===== config.mk =====
export PLATFORM = sky130hd
export DESIGN_NAME = wb_copy_master
export DESIGN_NICKNAME = d
export VERILOG_FILES = /design/src/rtl/wb_copy_master.sv
export SDC_FILE = /design/constraint.sdc
export NUM_CORES = 1
export LEC_CHECK = 0
export ABC_AREA = 1
export BUFFER_PORTS_ARGS = -buffer_cell sky130_fd_sc_hd__buf_4
export CORE_UTILIZATION = 45
export CTS_CLUSTER_DIAMETER = 200
export DETAILED_ROUTE_END_ITERATION = 8
export PLACE_DENSITY = 0.73
export SLEW_MARGIN = 25
export SYNTH_ARGS = -nofsm -noshare
export SYNTH_HDL_FRONTEND = slang
export SYNTH_SLANG_ARGS = --single-unit

===== constraint.sdc =====
create_clock -name wb_clk_i -period 10.9 [get_ports wb_clk_i]
set_input_delay 1.635 -clock wb_clk_i [delete_from_list [all_inputs] [get_ports wb_clk_i]]
set_output_delay 1.635 -clock wb_clk_i [all_outputs]
set_load 0.005 [all_outputs]

===== src/rtl/wb_copy_master.sv =====
// Wishbone classic initiator that copies a block of 32-bit words, one single read then one
// single write per word, with an idle cycle between every pair of bus accesses.
module wb_copy_master #(
    parameter int LEN_W       = 16,
    parameter int TIMEOUT_CYC = 255
) (
    input  logic             wb_clk_i,
    input  logic             wb_rst_ni,
    input  logic             cmd_valid,
    output logic             cmd_ready,
    input  logic [31:0]      cmd_src,
    input  logic [31:0]      cmd_dst,
    input  logic [LEN_W-1:0] cmd_len,
    input  logic             abort_i,
    output logic             busy,
    output logic             done,
    output logic             err,
    output logic [31:0]      err_addr,
    output logic [LEN_W-1:0] xfer_cnt,
    output logic             wbm_cyc_o,
    output logic             wbm_stb_o,
    output logic             wbm_we_o,
    output logic [3:0]       wbm_sel_o,
    output logic [31:0]      wbm_adr_o,
    output logic [31:0]      wbm_dat_o,
    input  logic             wbm_ack_i,
    input  logic [31:0]      wbm_dat_i
);

    localparam logic [2:0] S_IDLE  = 3'd0;
    localparam logic [2:0] S_RD    = 3'd1;
    localparam logic [2:0] S_GAP_W = 3'd2;
    localparam logic [2:0] S_WR    = 3'd3;
    localparam logic [2:0] S_GAP_R = 3'd4;
    localparam logic [2:0] S_FIN   = 3'd5;
    localparam logic [2:0] S_ERR   = 3'd6;

    localparam int             TO_W    = $clog2(TIMEOUT_CYC + 1);
    localparam logic [TO_W-1:0] TO_LAST = TO_W'(TIMEOUT_CYC - 1);

    // Command handshake: a command is taken on the rising edge where cmd_valid && cmd_ready.
    // cmd_ready is high only while idle; requests made while busy are dropped, not queued.

    logic [2:0]       state;
    logic [31:0]      src_q;
    logic [31:0]      dst_q;
    logic [LEN_W-1:0] len_q;
    logic             abort_pend;
    logic [TO_W-1:0]  to_cnt;

    logic [31:0] word_off;
    logic        timeout_hit;
    logic        last_word;

    assign cmd_ready   = (state == S_IDLE);
    assign word_off    = 32'(xfer_cnt) << 2;
    assign timeout_hit = (to_cnt == TO_LAST);
    assign last_word   = ((xfer_cnt + LEN_W'(1)) == len_q);

    always_ff @(posedge wb_clk_i or negedge wb_rst_ni) begin
        if (!wb_rst_ni) begin
            state      <= S_IDLE;
            src_q      <= '0;
            dst_q      <= '0;
            len_q      <= '0;
            abort_pend <= 1'b0;
            to_cnt     <= '0;
            busy       <= 1'b0;
            done       <= 1'b0;
            err        <= 1'b0;
            err_addr   <= '0;
            xfer_cnt   <= '0;
            wbm_cyc_o  <= 1'b0;
            wbm_stb_o  <= 1'b0;
            wbm_we_o   <= 1'b0;
            wbm_sel_o  <= 4'h0;
            wbm_adr_o  <= '0;
            wbm_dat_o  <= '0;
        end else begin
            done <= 1'b0;
            err  <= 1'b0;
            case (state)
                S_IDLE: begin
                    to_cnt <= '0;
                    if (cmd_valid) begin
                        src_q    <= cmd_src;
                        dst_q    <= cmd_dst;
                        len_q    <= cmd_len;
                        xfer_cnt <= '0;
                        err_addr <= '0;
                        busy     <= 1'b1;
                        if (cmd_len == '0) begin
                            // Empty copy: the done pulse coincides with the single busy cycle.
                            done  <= 1'b1;
                            state <= S_FIN;
                        end else begin
                            wbm_cyc_o <= 1'b1;
                            wbm_stb_o <= 1'b1;
                            wbm_we_o  <= 1'b0;
                            wbm_sel_o <= 4'hF;
                            wbm_adr_o <= cmd_src;
                            state     <= S_RD;
                        end
                    end
                end
                S_RD: begin
                    if (wbm_ack_i) begin
                        wbm_dat_o <= wbm_dat_i;
                        wbm_cyc_o <= 1'b0;
                        wbm_stb_o <= 1'b0;
                        wbm_sel_o <= 4'h0;
                        to_cnt    <= '0;
                        state     <= S_GAP_W;
                    end else if (timeout_hit) begin
                        wbm_cyc_o <= 1'b0;
                        wbm_stb_o <= 1'b0;
                        wbm_sel_o <= 4'h0;
                        err_addr  <= wbm_adr_o;
                        to_cnt    <= '0;
                        state     <= S_ERR;
                    end else begin
                        to_cnt <= to_cnt + TO_W'(1);
                    end
                end
                S_GAP_W: begin
                    wbm_cyc_o <= 1'b1;
                    wbm_stb_o <= 1'b1;
                    wbm_we_o  <= 1'b1;
                    wbm_sel_o <= 4'hF;
                    wbm_adr_o <= dst_q + word_off;
                    state     <= S_WR;
                end
                S_WR: begin
                    if (wbm_ack_i) begin
                        wbm_cyc_o <= 1'b0;
                        wbm_stb_o <= 1'b0;
                        wbm_we_o  <= 1'b0;
                        wbm_sel_o <= 4'h0;
                        to_cnt    <= '0;
                        xfer_cnt  <= xfer_cnt + LEN_W'(1);
                        // An abort raised in this very cycle still stops after this word.
                        if (last_word || abort_pend || abort_i) state <= S_FIN;
                        else                                    state <= S_GAP_R;
                    end else if (timeout_hit) begin
                        wbm_cyc_o <= 1'b0;
                        wbm_stb_o <= 1'b0;
                        wbm_we_o  <= 1'b0;
                        wbm_sel_o <= 4'h0;
                        err_addr  <= wbm_adr_o;
                        to_cnt    <= '0;
                        state     <= S_ERR;
                    end else begin
                        to_cnt <= to_cnt + TO_W'(1);
                    end
                end
                S_GAP_R: begin
                    wbm_cyc_o <= 1'b1;
                    wbm_stb_o <= 1'b1;
                    wbm_we_o  <= 1'b0;
                    wbm_sel_o <= 4'hF;
                    wbm_adr_o <= src_q + word_off;
                    state     <= S_RD;
                end
                S_FIN: begin
                    done  <= (len_q != '0);
                    busy  <= 1'b0;
                    state <= S_IDLE;
                end
                S_ERR: begin
                    err   <= 1'b1;
                    busy  <= 1'b0;
                    state <= S_IDLE;
                end
                default: state <= S_IDLE;
            endcase

            if (state == S_IDLE || state == S_FIN || state == S_ERR) abort_pend <= 1'b0;
            else if (abort_i)                                          abort_pend <= 1'b1;
        end
    end

endmodule

==> results.json, run 1 <==
{
  "clock_power_share": 0.199,
  "critPathLaunchType": "flop",
  "period_needed_ns": 3.79,
  "htree_num_levels": 1,
  "grt_pass1_vias": 8561,
  "vias": 9046,
  "yosysSeqAreaShare": 0.489,
  "die_width_um": 156,
  "cts_root_buffer": "clkbuf_16",
  "core-area_mm2": 0.0234,
  "die_h_um": 156,
  "max_freq_ghz": 0.264,
  "layout.cells.most_common": "nand2_1",
  "critPathMaxStageDelay_ns": 0.46,
  "setup_viol": 0,
  "power.net_switching_mw": 1.60,
  "holdCritPathClass": "reg2reg",
  "dp.final_hpwl_um": 20000,
  "cts_resized": 0,
  "share_seq_of_total_power": 0.345,
  "fin_worst_skew_ns": 0.00574,
  "synthesis.area_per_instance_um2": 8.81,
  "power.leakage_nw": 6.66,
  "wl_um": 27900,
  "maxUsedRoutingLayer": "met4",
  "max-cap-violations": 0,
  "die_area_mm2": 0.0244,
  "crit_chain": "nor2_4, nand2_4, mux2_2, ha_1, fa_1, nand3_1, nand3_1, a21oi_1, nor2_1, nor2_1, o21ai_0, nand2_1, clkinv_1, nand3_1, nand3_1, nand2_1, nand2_1",
  "starting_utilization_of_the_core_area": 0.457,
  "reg2reg_to": "wbm_adr_o[30]",
  "critical_path.endpoint_type": "flop",
  "clk_transition_reported_paths_ns": 0.06,
  "instances_no_fill": 1768,
  "layout.cells.most_common_list": "nand2_1, buf_4, dfrtp_1",
  "layout-area-overhead-vs-synth_pct": 26.3,
  "internal_power_mw": 2.45,
  "tightestPinTransition_ns": 0.788,
  "final_critical_path_setup_slack_ns": 7.11,
  "worst_skew_pair.late_latency_ns": 0.51,
  "globalplace.congestion": 0.915,
  "post-place-cells": 1727,
  "critPathKind": "reg2reg",
  "timing.critical_path.arrival_ns": 4.18,
  "placement.setup.worst_slack_ns": 7.01,
  "drt_drc_violations_left": 0,
  "cts_setup_buffers": 0,
  "fillCellCount": 2117,
  "worst-r2r-setup-slack_ns": 7.11,
  "critical-path-top-delay-family": "simple AND/OR/NAND/NOR gates",
  "finalNetCount": 1571,
  "finalSetupTns_ns": 0,
  "min_period_over_period": 0.347,
  "numPortBuffers": 239,
  "max_slew_margin": 0.474,
  "cts_hold_buffers": 0,
  "detail_route.iter0.violations": 658,
  "syn-instance-count": 1214,
  "powerDensity_mw_per_mm2": 300,
  "clock_sink_count": 209,
  "cts_buffers": 23,
  "maxSlewViolCount": 0,
  "fraction_of_power_spent_switching_nets": 0.394,
  "num_antenna_cells": 0,
  "track_usage": 0.230,
  "viasPerCell": 5.12,
  "met2WireLength_um": 13300,
  "routedLengthMet1_um": 12600,
  "floorplan.rows": 56,
  "synth_nets": 1351,
  "wl_per_cell_um": 15.8,
  "maximum_number_of_pins_on_one_net_before_global_route_repair": 132,
  "pwr-share-comb": 0.456,
  "vdd.ir_drop.worst_mv": 0.159,
  "critPathRequiredTime_ns": 11.30,
  "wl_met3_um": 1350,
  "grt_first_pass_wirelength_um": 44600,
  "critical-path-top-cell-by-count": "nand3_1",
  "hold_violations": 0,
  "io-pin-count": 240,
  "synth.cell_area_mm2": 0.0107,
  "cts_tree": "built",
  "grt_remaining_overflow": 0,
  "cp_num_buf_inv": 1,
  "grt_setup_unrepaired": "false",
  "cpMaxStageDelayCell": "dfrtp_1",
  "worst_hold_path.endpoint": "to_cnt[7]",
  "drive_above_1_share": 0.277,
  "cts-root-to-sink-buffers": 3,
  "ys.warnings.count": 0,
  "worst_r2r_startpoint": "state[1]",
  "rr_worst_depth": 17,
  "fin_worst_hold_slack_ns": 0.472,
  "drt_first_pass_iters": 5,
  "startpoint_of_the_most_critical_hold_path": "to_cnt[7]",
  "run_status": "finished clean",
  "power_mw": 4.05,
  "antenna_violating_nets_post_route": 0,
  "unique_cell_type_count_in_the_yosys_netlist": 49,
  "initial_antenna_violation_count": 0,
  "critical_path.max_fanout": 43,
  "hold_path_depth": 1,
  "synth.ff_latch_count": 209
}
[cells in the mapped netlist (all sizes together)]
library cell / n / area [µm²]
o31ai: 3 / 22.5
nand2: 255 / 992
a2bb2oi: 1 / 8.76
clkbuf: 13 / 48.8
dfrtp: 209 / 5230
nor3: 9 / 70.1
xor2: 13 / 114
nor3b: 2 / 15.0
clkinv: 1 / 3.75
o22ai: 15 / 93.8
a2111oi: 1 / 8.76
o21bai: 4 / 30.0
ha: 19 / 238
o211a: 1 / 10.0
buf: 37 / 215
nand3b: 7 / 52.6
xnor2: 8 / 70.1
nand3: 75 / 375
or2: 4 / 27.5
nor2: 89 / 362
xor3: 1 / 23.8
a21oi: 67 / 358
inv: 145 / 544
mux2: 81 / 912
and2: 1 / 6.26
o21ai: 124 / 632
and3: 1 / 6.26
nor4: 8 / 71.3
o211ai: 9 / 67.6
nand4: 9 / 56.3
fa: 1 / 20.0
o21a: 1 / 7.51
[routing by layer]
layer	vias to the layer above	GRT usage
met5	-	0
met4	0	0.0640
met3	46	0.0311
met2	256	0.377
met1	4306	0.318
li1	4438	-
[sequential cells by signal, summed over array words and instances (netlist names)]
name / count
wbm_sel_o: 1
dst_q: 32
err: 1
done: 1
busy: 1
xfer_cnt: 16
wbm_we_o: 1
err_addr: 32
abort_pend: 1
wbm_adr_o: 32
state: 3
to_cnt: 8
src_q: 32
wbm_dat_o: 32
len_q: 16
[stage by stage]
step | cell area, µm² | utilization
finish | 13500 | 0.577
global route | 13500 | 0.577
CTS | 13500 | 0.576
detailed placement | 12700 | 0.542
global placement | 12700 | 0.542
floorplan | 10700 | -
[worst max-delay path by stage]
stage,start,to,slack [ns],depth (start not counted)
floorplan,state[1],wbm_adr_o[30],7.46,20
global placement,cmd_len[14],wbm_adr_o[12],7.08,11
detailed placement,cmd_len[15],wbm_adr_o[11],7.01,11
CTS,state[1],wbm_adr_o[30],7.12,17
global route,state[1],wbm_adr_o[25],6.86,16
finish,state[1],wbm_adr_o[30],7.11,17
[cell families after synthesis]
kind of cell / synth area share
adders and majority gates: 0.0241
and+or+nand+nor: 0.190
DFF: 0.489
AOI/OAI and AO/OA: 0.116
muxes: 0.0853
buffers and inverters: 0.0759
xor gates and xnor gates: 0.0194
[cell type report]
cell class                 count  area, µm²  share of cell area
sequential                   209       5230               0.387
multi-input combinational    809       4670               0.346
timing repair buffer         245       1870               0.139
tap                          319        399              0.0296
clock buffer                  34        677              0.0501
inverter                     146        548              0.0406
clock inverter                 6        109             0.00806
[power groups by stage]
stage                     Sequential, mW  Clock, mW  Combinational (mW)
after global placement              1.39          0                1.79
after detailed placement            1.41          0                1.83
after CTS                           1.40      0.827                1.85
after floorplan                     1.34          0                1.22
after global routing                1.44      0.859                2.08
final                               1.40      0.804                1.84
Power figures use the tool's default switching activity.
==> inputs of run 2 (changes only) <==
Clock period 10.9 ns to 3.6 ns, I/O delays scaled along.
==> run 2 against run 1 <==
Sequential cell count unchanged. Hold slack got worse by 0.41 ns. Wire length decreased by 1.5%. Die area unchanged. Via count decreased by 0.77%. Register-to-register slack got worse by 6.9 ns. Critical path type unchanged. Maximum frequency increased by 13%.
==> results.json, run 2 (same netlist as run 1, synthesis figures left out) <==
{
  "powerDensity_mw_per_mm2": 898,
  "maximum_number_of_pins_on_one_net_before_global_route_repair": 100,
  "htree_num_levels": 1,
  "die_h_um": 156,
  "share_seq_of_total_power": 0.348,
  "met2WireLength_um": 12700,
  "wl_per_cell_um": 15.5,
  "layout.cells.most_common": "buf_4",
  "fin_worst_hold_slack_ns": 0.0631,
  "worst_r2r_startpoint": "state[1]",
  "critical_path.max_fanout": 8,
  "critPathLaunchType": "flop",
  "maxUsedRoutingLayer": "met4",
  "cts-root-to-sink-buffers": 3,
  "cts_setup_buffers": 0,
  "routedLengthMet1_um": 12600,
  "grt_pass1_vias": 8497,
  "cts_tree": "built",
  "cts_buffers": 24,
  "wl_met3_um": 1510,
  "fraction_of_power_spent_switching_nets": 0.400,
  "final_critical_path_setup_slack_ns": 0.263,
  "dpl-instance-area_mm2": 0.0128,
  "dp.final_hpwl_um": 20400,
  "critPathRequiredTime_ns": 4.00,
  "max_slew_margin": 0.490,
  "finalNetCount": 1580,
  "drt_drc_violations_left": 0,
  "maxSlewViolCount": 0,
  "holdCritPathClass": "in2async",
  "post-place-cells": 1736,
  "post-route-cell-area_mm2": 0.0135,
  "internal_power_mw": 7.29,
  "layout.cells.most_common_list": "buf_4, nand2_1, dfrtp_1",
  "cts_root_buffer": "clkbuf_16",
  "track_usage": 0.225,
  "clock_power_share": 0.187,
  "max_freq_ghz": 0.300,
  "grt_first_pass_wirelength_um": 43700,
  "viasPerCell": 5.06,
  "max-cap-violations": 0,
  "wl_um": 27500,
  "core-area_mm2": 0.0234,
  "numPortBuffers": 239,
  "antenna_violating_nets_post_route": 0,
  "pwr-share-comb": 0.465,
  "timing.critical_path.arrival_ns": 3.74,
  "power.leakage_nw": 6.68,
  "fin_worst_skew_ns": 0.0117,
  "grt_setup_unrepaired": "false",
  "critical_path.endpoint_type": "flop",
  "drive_above_1_share": 0.281,
  "initial_antenna_violation_count": 0,
  "layout-area-overhead-vs-synth_pct": 26.3,
  "vias": 8976,
  "cts_hold_buffers": 0,
  "power_mw": 12.1,
  "tightestPinTransition_ns": 0.765,
  "grt_remaining_overflow": 0,
  "critPathLaunch": "state[1]",
  "starting_utilization_of_the_core_area": 0.457,
  "power.net_switching_mw": 4.85,
  "globalplace.congestion": 0.913,
  "finalSetupTns_ns": 0,
  "run_status": "finished clean",
  "die_width_um": 156,
  "num_antenna_cells": 0,
  "clk_transition_reported_paths_ns": 0.06,
  "period_needed_ns": 3.34,
  "hold_violations": 0,
  "worst_skew_pair.late_latency_ns": 0.52,
  "placement.setup.worst_slack_ns": 0.273,
  "floorplan.rows": 56,
  "io-pin-count": 240,
  "drt_first_pass_iters": 7,
  "min_period_over_period": 0.927,
  "die_area_mm2": 0.0244,
  "critPathKind": "reg2reg",
  "instances_no_fill": 1775,
  "clock_sink_count": 209,
  "vdd.ir_drop.worst_mv": 0.428,
  "finalCoreUtilization": 0.577,
  "cts_resized": 0,
  "setup_viol": 0,
  "detail_route.iter0.violations": 701
}
[run 2: cell count changes in the layout (fill, tap and decap cells not counted)]
cell and change:
bufinv_16 -3, o211a_4 -1, clkinv_8 +1, clkbuf_1 -1, o211a_2 +1, buf_12 +2
clkbuf_16 +1, buf_4 +9, buf_16 -1, buf_6 -2, clkinv_2 +1
[run 2: path summary, 6_finish.rpt]
| kind | depth (start not counted) | end | slack [ns] |
|---|---|---|---|
| worst max-delay path | 17 | wbm_adr_o[30] | 0.26 |
| worst min-delay path | 1 | xfer_cnt[5] | 0.06 |
| worst max register to register | 17 | wbm_adr_o[30] | 0.26 |
| worst min register to register | 1 | to_cnt[7] | 0.46 |
| max in group asynchronous | 2 | err_addr[24] | 2.67 |
| min in group wb_clk_i | 2 | dst_q[7] | 0.25 |
[run 2: per-layer routing]
metal  global-route usage  up-vias
met1                0.316     4180
met3               0.0289       53
met4               0.0696        0
li1                     -     4472
met5                    0        -
met2                0.361      271
[run 2: final cells by class]
class,instances,area [µm²]
fillers,2124,9890
flip-flops and latches,209,5230
multi-input cells,809,4660
repair buffers,253,1930
clock buffers,34,698
inverters,146,548
well taps,319,399
clock inverters,5,40.0
[run 2: power by group through the flow]
stage          clock (mW)  combinational [mW]  sequential [mW]
3_5_place_dp            0                5.62             4.25
3_3_place_gp            0                5.53             4.22
4_1_cts              2.32                5.65             4.22
6_report             2.27                5.64             4.23
5_1_grt              2.42                6.32             4.36
2_1_floorplan           0                3.69             4.06
[run 2: critical path: stages, from the launching register on]
cell	delay (ns)
dfrtp_1	0.48
nor2_4	0.08
nand2_4	0.13
mux2_2	0.35
ha_1	0.21
fa_1	0.41
nand3_1	0.10
nand3_1	0.10
a21oi_1	0.30
nor2_1	0.10
nor2_1	0.21
o21ai_0	0.20
nand2_1	0.15
clkinv_1	0.12
nand3_1	0.09
nand3_1	0.07
nand2_1	0.07
nand2_1	0.05
==> inputs of run 3 (changes only) <==
Settings changed: MAX_ROUTING_LAYER from default to met4.
==> run 3 against run 2 <==
First-iteration DRC count decreased by 24%. Sequential power rose by 0.9%. Largest cell class unchanged. Combinational power about the same. Non-clock buffer count up 1.
==> results.json, run 3 (same netlist as run 1, synthesis figures left out) <==
{
  "run_status": "finished clean",
  "critPathKind": "reg2reg",
  "finalNetCount": 1580,
  "detail_route.iter0.violations": 535,
  "antenna_violating_nets_post_route": 0,
  "rr_worst_depth": 17,
  "die_area_mm2": 0.0244,
  "worst_skew_pair.late_latency_ns": 0.51,
  "layout.cells.most_common": "buf_4",
  "io-pin-count": 240,
  "multi_input_comb_area_mm2": 0.00466,
  "critical_path.endpoint_type": "flop",
  "sequential_cell_area_mm2": 0.00523,
  "crit_chain": "nor2_4, nand2_4, mux2_2, ha_1, fa_1, nand3_1, nand3_1, a21oi_1, nor2_1, nor2_1, o21ai_0, nand2_1, clkinv_1, nand3_1, nand3_1, nand2_1, nand2_1",
  "numPortBuffers": 239,
  "critical_path.max_fanout": 8,
  "finalCoreUtilization": 0.577,
  "worst-r2r-setup-slack_ns": 0.26,
  "globalplace.congestion": 0.920,
  "critPathMaxStageDelay_ns": 0.49,
  "power.leakage_nw": 6.68,
  "cts_tree": "built",
  "clk_transition_reported_paths_ns": 0.06,
  "cp_num_buf_inv": 1,
  "critPathLaunchType": "flop",
  "vias": 9053,
  "fin_worst_skew_ns": 0.0105,
  "wl_um": 28400,
  "initial_antenna_violation_count": 0,
  "cts_setup_buffers": 0,
  "maxSlewViolCount": 0,
  "powerDensity_mw_per_mm2": 903,
  "die_width_um": 156,
  "track_usage": 0.239,
  "fin_worst_hold_slack_ns": 0.0633,
  "num_antenna_cells": 0,
  "tightestPinTransition_ns": 0.749,
  "min_period_over_period": 0.928,
  "grt_pass1_vias": 8728,
  "die_h_um": 156,
  "power_mw": 12.2,
  "htree_num_levels": 1,
  "fillCellCount": 2209,
  "critPathRequiredTime_ns": 3.99,
  "layout.cells.most_common_list": "buf_4, nand2_1, dfrtp_1",
  "dp.final_hpwl_um": 20800,
  "viasPerCell": 5.09,
  "holdCritPathClass": "in2async",
  "layout-area-overhead-vs-synth_pct": 26.4,
  "period_needed_ns": 3.34,
  "drt_first_pass_iters": 5,
  "floorplan.rows": 56,
  "grt_first_pass_wirelength_um": 45000,
  "max_slew_margin": 0.501,
  "drt_drc_violations_left": 0,
  "drive_above_1_share": 0.283,
  "grt_setup_unrepaired": "false",
  "core-area_mm2": 0.0234,
  "cts_buffers": 23,
  "vdd.ir_drop.worst_mv": 0.555,
  "critical-path-top-cell-by-count": "nand3_1",
  "timing.critical_path.arrival_ns": 3.74,
  "hold_violations": 0,
  "cpMaxStageDelayCell": "dfrtp_1",
  "worstSetupPathDepth": 17,
  "cts-root-to-sink-buffers": 3,
  "critical-path-top-delay-family": "simple AND/OR/NAND/NOR gates",
  "cts_resized": 0,
  "max_freq_ghz": 0.299,
  "grt_remaining_overflow": 0,
  "maximum_number_of_pins_on_one_net_before_global_route_repair": 101,
  "starting_utilization_of_the_core_area": 0.457,
  "clock_sink_count": 209,
  "wl_per_cell_um": 16.0,
  "max-cap-violations": 0,
  "finalSetupTns_ns": 0,
  "cts_root_buffer": "clkbuf_16",
  "setup_viol": 0,
  "cts_hold_buffers": 0
}
[run 3: cell types whose count changed in the layout (fill, tap and decap cells not counted), sizes merged]
| cell | change |
|---|---|
| clkinvlp | +2 |
| buf | +1 |
| clkbuf | -1 |
| clkinv | -1 |
| inv | +1 |
[run 3: final timing paths]
check,start,end
worst min-delay path,wb_rst_ni,len_q[2]
worst min register to register,to_cnt[7],to_cnt[7]
max in group asynchronous,wb_rst_ni,wbm_adr_o[0]
worst max-delay path,state[1],wbm_adr_o[30]
min in group wb_clk_i,wbm_dat_i[27],wbm_dat_o[27]
worst max register to register,state[1],wbm_adr_o[30]
[run 3: stage by stage]
stage	instances	area, µm²	setup slack, ns
6_report	1777	13500	0.259
5_1_grt	1777	13500	0.0811
4_1_cts	1777	13500	0.274
3_5_place_dp	1737	12800	0.272
3_3_place_gp	1737	12800	0.367
2_1_floorplan	1214	10700	0.162
[run 3: cell type report]
| type | count | area share |
|---|---|---|
| inverter | 146 | 0.0406 |
| tap | 319 | 0.0295 |
| timing repair buffer | 254 | 0.144 |
| multi-input combinational | 809 | 0.345 |
| clock buffer | 33 | 0.0513 |
| clock inverter | 7 | 0.00324 |
| sequential | 209 | 0.387 |
[run 3: worst register-to-register path, stage by stage, from the launching register on]
cell      delay [ns]
dfrtp_1         0.49
nor2_4          0.08
nand2_4         0.13
mux2_2          0.36
ha_1            0.21
fa_1            0.41
nand3_1         0.10
nand3_1         0.11
a21oi_1         0.31
nor2_1          0.11
nor2_1          0.22
o21ai_0         0.18
nand2_1         0.14
clkinv_1        0.12
nand3_1         0.09
nand3_1         0.07
nand2_1         0.07
nand2_1         0.04
[run 3: metal layers]
metal	routed length, µm	GRT usage
met1	12900	0.324
met2	13500	0.378
met3	1500	0.0278
met4	570	0.0663
met5	0	-
[run 3: where the power goes]
group	total (mW)	switching [mW]	internal, mW	leakage, nW
sequential	4.27	0.848	3.42	2.57
combinational	5.66	3.13	2.53	3.74
clock	2.28	0.949	1.33	0.364
total	12.2	4.93	7.28	6.68
